===== config.mk =====
export PLATFORM = sky130hd
export DESIGN_NAME = id_ex_pipeline_reg
export DESIGN_NICKNAME = d
export VERILOG_FILES = /design/src/rtl/id_ex_pipeline_reg.sv
export SDC_FILE = /design/constraint.sdc
export NUM_CORES = 1
export LEC_CHECK = 0
export ABC_AREA = 1
export CORE_AREA = 2 2 142 109
export CTS_CLUSTER_DIAMETER = 120
export CTS_CLUSTER_SIZE = 10
export DETAILED_ROUTE_END_ITERATION = 7
export DIE_AREA = 0 0 144 111
export HOLD_SLACK_MARGIN = 0.03
export PLACE_DENSITY = 0.87
export SLEW_MARGIN = 20
export SYNTH_ARGS = -nofsm -noshare
export SYNTH_HDL_FRONTEND = slang
export SYNTH_SLANG_ARGS = --single-unit

===== constraint.sdc =====
create_clock -name Clk -period 14.9 [get_ports Clk]
set_clock_uncertainty 0.1 [all_clocks]
set_input_delay 1.49 -clock Clk [delete_from_list [all_inputs] [get_ports Clk]]
set_output_delay 1.49 -clock Clk [all_outputs]
set_load 0.01 [all_outputs]

===== src/rtl/id_ex_pipeline_reg.sv =====
// ---------------------------------------------------------------------------
// id_ex_pipeline_reg
//   ID/EX pipeline register of the 5-stage MIPS datapath. Captures the decode
//   stage results (PC+4, register read data, sign-extended immediate, register
//   specifiers, shamt, main-control bits) and presents them to EX one cycle
//   later. Values are transported bit-exact.
//
//   Update priority at each rising Clk: Reset > Flush > Stall > normal load.
//     Flush  : every output (data included) loads 0, ValidOut loads 0.
//     Stall  : every output holds.
//     Load   : *Out <= *In, ValidOut <= ValidIn; when ValidIn=0 all control
//              outputs load 0 so a bubble can never write a register/memory.
//
// Ports
//   Clk, Reset (async, active-high), Stall, Flush, ValidIn
//   PCPlus4In/ReadData1In/ReadData2In/SignExtImmIn  [DATA_W-1:0]
//   RsIn/RtIn/RdIn/ShamtIn                          [REG_W-1:0]
//   RegWriteIn, MemToRegIn, MemReadIn, MemWriteIn, BranchIn, ALUSrcIn
//   RegDstIn [1:0], ALUOpIn [ALUOP_W-1:0]
//   *Out registered counterparts, ValidOut
//
// Optional feature (macro ID_EX_BUBBLE_COUNT_EN)
//   Adds BubbleCount[31:0]: counts edges that load a bubble (Flush, or
//   Stall=0 with ValidIn=0); stalled cycles never count; saturates at all-ones.
// ---------------------------------------------------------------------------
module id_ex_pipeline_reg #(
  parameter int unsigned DATA_W  = 32,
  parameter int unsigned REG_W   = 5,
  parameter int unsigned ALUOP_W = 4
) (
  input  logic               Clk,
  input  logic               Reset,
  input  logic               Stall,
  input  logic               Flush,
  input  logic               ValidIn,
  input  logic [DATA_W-1:0]  PCPlus4In,
  input  logic [DATA_W-1:0]  ReadData1In,
  input  logic [DATA_W-1:0]  ReadData2In,
  input  logic [DATA_W-1:0]  SignExtImmIn,
  input  logic [REG_W-1:0]   RsIn,
  input  logic [REG_W-1:0]   RtIn,
  input  logic [REG_W-1:0]   RdIn,
  input  logic [REG_W-1:0]   ShamtIn,
  input  logic               RegWriteIn,
  input  logic               MemToRegIn,
  input  logic               MemReadIn,
  input  logic               MemWriteIn,
  input  logic               BranchIn,
  input  logic               ALUSrcIn,
  input  logic [1:0]         RegDstIn,
  input  logic [ALUOP_W-1:0] ALUOpIn,
  output logic [DATA_W-1:0]  PCPlus4Out,
  output logic [DATA_W-1:0]  ReadData1Out,
  output logic [DATA_W-1:0]  ReadData2Out,
  output logic [DATA_W-1:0]  SignExtImmOut,
  output logic [REG_W-1:0]   RsOut,
  output logic [REG_W-1:0]   RtOut,
  output logic [REG_W-1:0]   RdOut,
  output logic [REG_W-1:0]   ShamtOut,
  output logic               RegWriteOut,
  output logic               MemToRegOut,
  output logic               MemReadOut,
  output logic               MemWriteOut,
  output logic               BranchOut,
  output logic               ALUSrcOut,
  output logic [1:0]         RegDstOut,
  output logic [ALUOP_W-1:0] ALUOpOut,
  output logic               ValidOut
`ifdef ID_EX_BUBBLE_COUNT_EN
  ,
  output logic [31:0]        BubbleCount
`endif
);

  typedef struct packed {
    logic               valid;
    logic [DATA_W-1:0]  pc_plus4;
    logic [DATA_W-1:0]  read_data1;
    logic [DATA_W-1:0]  read_data2;
    logic [DATA_W-1:0]  sign_ext_imm;
    logic [REG_W-1:0]   rs;
    logic [REG_W-1:0]   rt;
    logic [REG_W-1:0]   rd;
    logic [REG_W-1:0]   shamt;
    logic               reg_write;
    logic               mem_to_reg;
    logic               mem_read;
    logic               mem_write;
    logic               branch;
    logic               alu_src;
    logic [1:0]         reg_dst;
    logic [ALUOP_W-1:0] alu_op;
  } stage_t;

  stage_t stage_in;
  stage_t stage_d;
  stage_t stage_q;

  always_comb begin
    stage_in              = '0;
    stage_in.valid        = ValidIn;
    stage_in.pc_plus4     = PCPlus4In;
    stage_in.read_data1   = ReadData1In;
    stage_in.read_data2   = ReadData2In;
    stage_in.sign_ext_imm = SignExtImmIn;
    stage_in.rs           = RsIn;
    stage_in.rt           = RtIn;
    stage_in.rd           = RdIn;
    stage_in.shamt        = ShamtIn;
    stage_in.reg_write    = RegWriteIn;
    stage_in.mem_to_reg   = MemToRegIn;
    stage_in.mem_read     = MemReadIn;
    stage_in.mem_write    = MemWriteIn;
    stage_in.branch       = BranchIn;
    stage_in.alu_src      = ALUSrcIn;
    stage_in.reg_dst      = RegDstIn;
    stage_in.alu_op       = ALUOpIn;
  end

  always_comb begin
    stage_d = stage_q;
    if (Flush) begin
      stage_d = '0;
    end else if (!Stall) begin
      stage_d = stage_in;
      // A non-valid slot keeps its data fields but carries no control, so the
      // bubble is harmless downstream.
      if (!ValidIn) begin
        stage_d.reg_write  = 1'b0;
        stage_d.mem_to_reg = 1'b0;
        stage_d.mem_read   = 1'b0;
        stage_d.mem_write  = 1'b0;
        stage_d.branch     = 1'b0;
        stage_d.alu_src    = 1'b0;
        stage_d.reg_dst    = '0;
        stage_d.alu_op     = '0;
      end
    end
  end

  always_ff @(posedge Clk or posedge Reset) begin
    if (Reset) begin
      stage_q <= '0;
    end else begin
      stage_q <= stage_d;
    end
  end

  assign ValidOut      = stage_q.valid;
  assign PCPlus4Out    = stage_q.pc_plus4;
  assign ReadData1Out  = stage_q.read_data1;
  assign ReadData2Out  = stage_q.read_data2;
  assign SignExtImmOut = stage_q.sign_ext_imm;
  assign RsOut         = stage_q.rs;
  assign RtOut         = stage_q.rt;
  assign RdOut         = stage_q.rd;
  assign ShamtOut      = stage_q.shamt;
  assign RegWriteOut   = stage_q.reg_write;
  assign MemToRegOut   = stage_q.mem_to_reg;
  assign MemReadOut    = stage_q.mem_read;
  assign MemWriteOut   = stage_q.mem_write;
  assign BranchOut     = stage_q.branch;
  assign ALUSrcOut     = stage_q.alu_src;
  assign RegDstOut     = stage_q.reg_dst;
  assign ALUOpOut      = stage_q.alu_op;

`ifdef ID_EX_BUBBLE_COUNT_EN
  logic [31:0] bubble_cnt_d;
  logic [31:0] bubble_cnt_q;
  logic        bubble_load;

  always_comb begin
    bubble_load  = Flush | (~Stall & ~ValidIn);
    bubble_cnt_d = bubble_cnt_q;
    if (bubble_load && (bubble_cnt_q != '1)) begin
      bubble_cnt_d = bubble_cnt_q + 32'd1;
    end
  end

  always_ff @(posedge Clk or posedge Reset) begin
    if (Reset) begin
      bubble_cnt_q <= '0;
    end else begin
      bubble_cnt_q <= bubble_cnt_d;
    end
  end

  assign BubbleCount = bubble_cnt_q;
`endif

endmodule

# == Yosys cells after proc, flatten, opt, wreduce, memory -nomap -nowiden ==
# Cells that the tools add are included.
# word_totals
reg_bits,161
elab_cells,21
in_bits,165
out_inout_bits,161
# op_classes
mux,3
n_eq_ne,1
# ops
operator,n
161-bit two-way mux,2
12-bit two-way mux,1
"2-bit by 1-bit inequality test with 1-bit output, second input constant",1

# == Longest topological paths before layout ==
# logic_depth
depth_word,3
ltp_mapped,6
mapped_depth_nobuf,4

# == Worst setup path after synthesis ==
# Ideal clock, no wire load.
# synth_path
kind,input -> register
from,input Flush
to,register stage_q (netlist bit PCPlus4Out[0])
arrival_ns,2.168
n_path_buf,2
path_stages,5
setup_time_ns,0.065
required_time_ns,14.735
path_slack_ns,12.567
path_cell_list,nor2_2 > buf_2 > buf_2 > nand2_1 > nand2_1
# synth_between
elab_chain_len,1
elab_cells_between_ends,2
cone_classes,eq/ne: 1; mux: 1
# synth_lines
element,line_no,rtl
from (decl),34,"input logic Flush,"
2-bit by 1-bit inequality test with 1-bit output (no source line) or 161-bit two-way mux (tied branches),n/a,
to (signal assigned),145,stage_q <= stage_d;
to (decl),97,stage_t stage_q;
# Parallel ways exist; a longest one is shown, timed or not.
# A chain may end at the register's enable or synchronous reset.

==> impl_metrics.py <==
metrics = {
    "run_status": {
        "outcome": "completed",
    },
    "sta": {
        "fin_crit_ps": 3170,
        "finalHoldViolations": 0,
        "slew_headroom": 0.333,
        "worst_pin_slew_ps": 1000,
        "fmax_mhz": 315,
        "fin_tns_setup_ps": 0,
        "fin_crit_sh": 0.213,
        "slew_violations": 0,
        "rsz0062_at_grt": "no",
        "setup_viol": 0,
    },
    "global_route": {
        "busiest_layer": "met2",
        "grt_use_total": 0.229,
        "use_met1": 0.256,
        "grt_max_degree": 101,
        "grt_pass1_vias": 5534,
        "gr-total-overflow": 0,
        "met3_usage": 0.0981,
        "antenna_found_initial": 0,
        "grt_pass1_wl_um": 28200,
        "grt_util_met2": 0.384,
    },
    "logic_synthesis": {
        "synth-edff-count": 0,
        "async_reset_ff_frac": 1.00,
        "ys_ff_latch": 161,
        "ys_seq_area_frac": 0.667,
        "synth_ff_type": "dfrtp_1",
        "syn_inst": 683,
        "synth_nets": 848,
        "ys_types": 10,
        "synth_top_cell_by_area": "dfrtp_1",
        "yosys-top-cells-area": "dfrtp_1 (67%), nand2_1 (29%), buf_2 (1.6%)",
        "ys_warn_count": 0,
        "netlist_area_um2": 6040,
        "synthMostInstantiatedCell": "nand2_1",
        "synth_top_area_frac": 0.667,
        "yosys-top-cells-count": "nand2_1 (471), dfrtp_1 (161), buf_2 (19)",
        "syn_avg_cell_area_um2": 8.84,
    },
    "floorplan": {
        "ios": 326,
        "start_util": 0.408,
        "die-area_um2": 16000,
        "core_um2": 14800,
        "rows": 39,
        "die_width_um": 144,
        "die_y_um": 111,
    },
    "place": {
        "io_buffer_count": 325,
        "hpwlAfterDp_um": 12600,
        "dp_cells": 1183,
        "place_congestion": 0.805,
    },
    "drt": {
        "vias": 5532,
        "routed_wl_um": 17900,
        "first_iter_violations": 285,
        "ant_nets": 0,
        "viasPerCell": 4.55,
        "drc": 0,
        "dr.pass1.iters": 5,
        "wl_per_cell_um": 14.7,
    },
    "worst_setup_path": {
        "critical_path_class": "in -> async",
        "path_cells": "clkdlybuf4s50_1 > inv_6 > buf_4",
        "worstPathMaxFanout": 91,
        "slowest_stage": "buf_4",
        "worstSetupEndpointType": "asynchronous set/reset pin",
        "crit_path_start_kind": "input port",
        "cp_data_arrival_time_ps": 3500,
        "worstPathRequired_ps": 15230,
        "critical_path.max_stage_delay_ps": 800,
    },
    "pwr": {
        "clkPwrFrac": 0.419,
        "leakagePower_uw": 0.00503,
        "p_seq_frac": 0.440,
        "power_density_nw_per_um2": 107,
        "combPwrFrac": 0.141,
        "vdd_drop_max_mv": 0.0764,
        "p_sw_frac": 0.233,
        "internal_power_uw": 827,
        "switching_power_uw": 252,
    },
    "hold_path": {
        "hold_class": "reg -> reg",
    },
    "clock_tree": {
        "cts.sinks": 161,
        "cts_post_setup_buffers_inserted": 0,
        "cts-resized-gates": 0,
        "worstSkewPairLatency_ps": 420,
        "clk_path_buf_depth": 2,
        "cts_hold_buf": 0,
        "clk_pin_slew_worst_paths_ps": 60,
        "htreeDepth": 4,
        "cts_made_buffers": 17,
        "cts_tree": "done",
        "cts-root-buf": "clkbuf_16",
    },
    "finish": {
        "drive_above_1_share": 0.0406,
        "fin_cells": 1215,
        "insertedDiodeCount": 0,
        "fin_nets": 1162,
        "syn_to_final_growth_pct": 66.7,
    },
    "job": {
        "maxCapViolations": 0,
    },
}
critical path: cells and delay by family:
| family | cells | cell delay (ps) |
|---|---|---|
| buf+inv | 3 | 1860 |
sequential cells by signal, indices dropped and copies added (netlist names):
| signal | flops |
|---|---|
| ALUOpOut | 4 |
| ALUSrcOut | 1 |
| BranchOut | 1 |
| MemReadOut | 1 |
| MemToRegOut | 1 |
| MemWriteOut | 1 |
| PCPlus4Out | 32 |
| RdOut | 5 |
| ReadData1Out | 32 |
| ReadData2Out | 32 |
| RegDstOut | 2 |
| RegWriteOut | 1 |
| RsOut | 5 |
| RtOut | 5 |
| ShamtOut | 5 |
| SignExtImmOut | 32 |
| ValidOut | 1 |
worst paths after layout:
kind / cells after the start / slack (ps) / to / start
min in group asynchronous: 2 / 1510 / ReadData2Out[9] / Reset
hold / removal: 2 / 370 / ShamtOut[0] / ShamtOut[0]
setup / recovery: 3 / 11730 / ReadData2Out[10] / Reset
setup reg to reg: 2 / 14120 / ReadData1Out[28] / ReadData1Out[28]
max in group Clk: 5 / 11910 / ReadData2Out[21] / Flush
hold reg to reg: 2 / 370 / ShamtOut[0] / ShamtOut[0]
cell usage in the layout, fill, tap and decap left out, types with 3 or more instances in the layout:
master,instances
nand2_1,471
clkbuf_16,17
clkdlybuf4s50_1,325
clkbuf_8,3
bufinv_16,3
nand3_1,12
buf_4,5
clkinv_2,4
dfrtp_1,161
cells by family after synthesis:
| kind of cell | synth area share |
|---|---|
| DFF | 0.667 |
| and+or+nand+nor | 0.305 |
| buffers and inverters | 0.0276 |
routing by layer:
metal	vias to the layer above	routed length, µm
met5	-	0
li1	2681	-
met4	0	412
met2	227	8870
met3	36	1920
met1	2588	6660
cell type report:
class	instances	area (µm²)
multi-input combinational	485	1850
clock inverter	12	155
clock buffer	20	467
fill	1109	4720
inverter	2	12.5
tap	205	256
timing repair buffer	330	3290
sequential	161	4030
stage by stage:
step                      setup slack [ps]  cell area (µm²)  utilization  hold slack (ps)  total power [µW]
after floorplan                       8960             6040            -              409               530
after global placement               11230             9440        0.638              352               632
after detailed placement             11220             9440        0.638              357               635
after CTS                            11680            10100        0.680              373              1090
after global routing                 11450            10100        0.680              381              1120
final                                11730            10100        0.680              368              1080
power groups by stage:
stage                     combinational [µW]  clock (µW)  sequential, µW
after global placement                   151           0             481
after floorplan                         37.3           0             493
after CTS                                155         461             474
after detailed placement                 154           0             481
final                                    152         452             474
after global routing                     165         482             477
(Power assumes the default switching activity.)
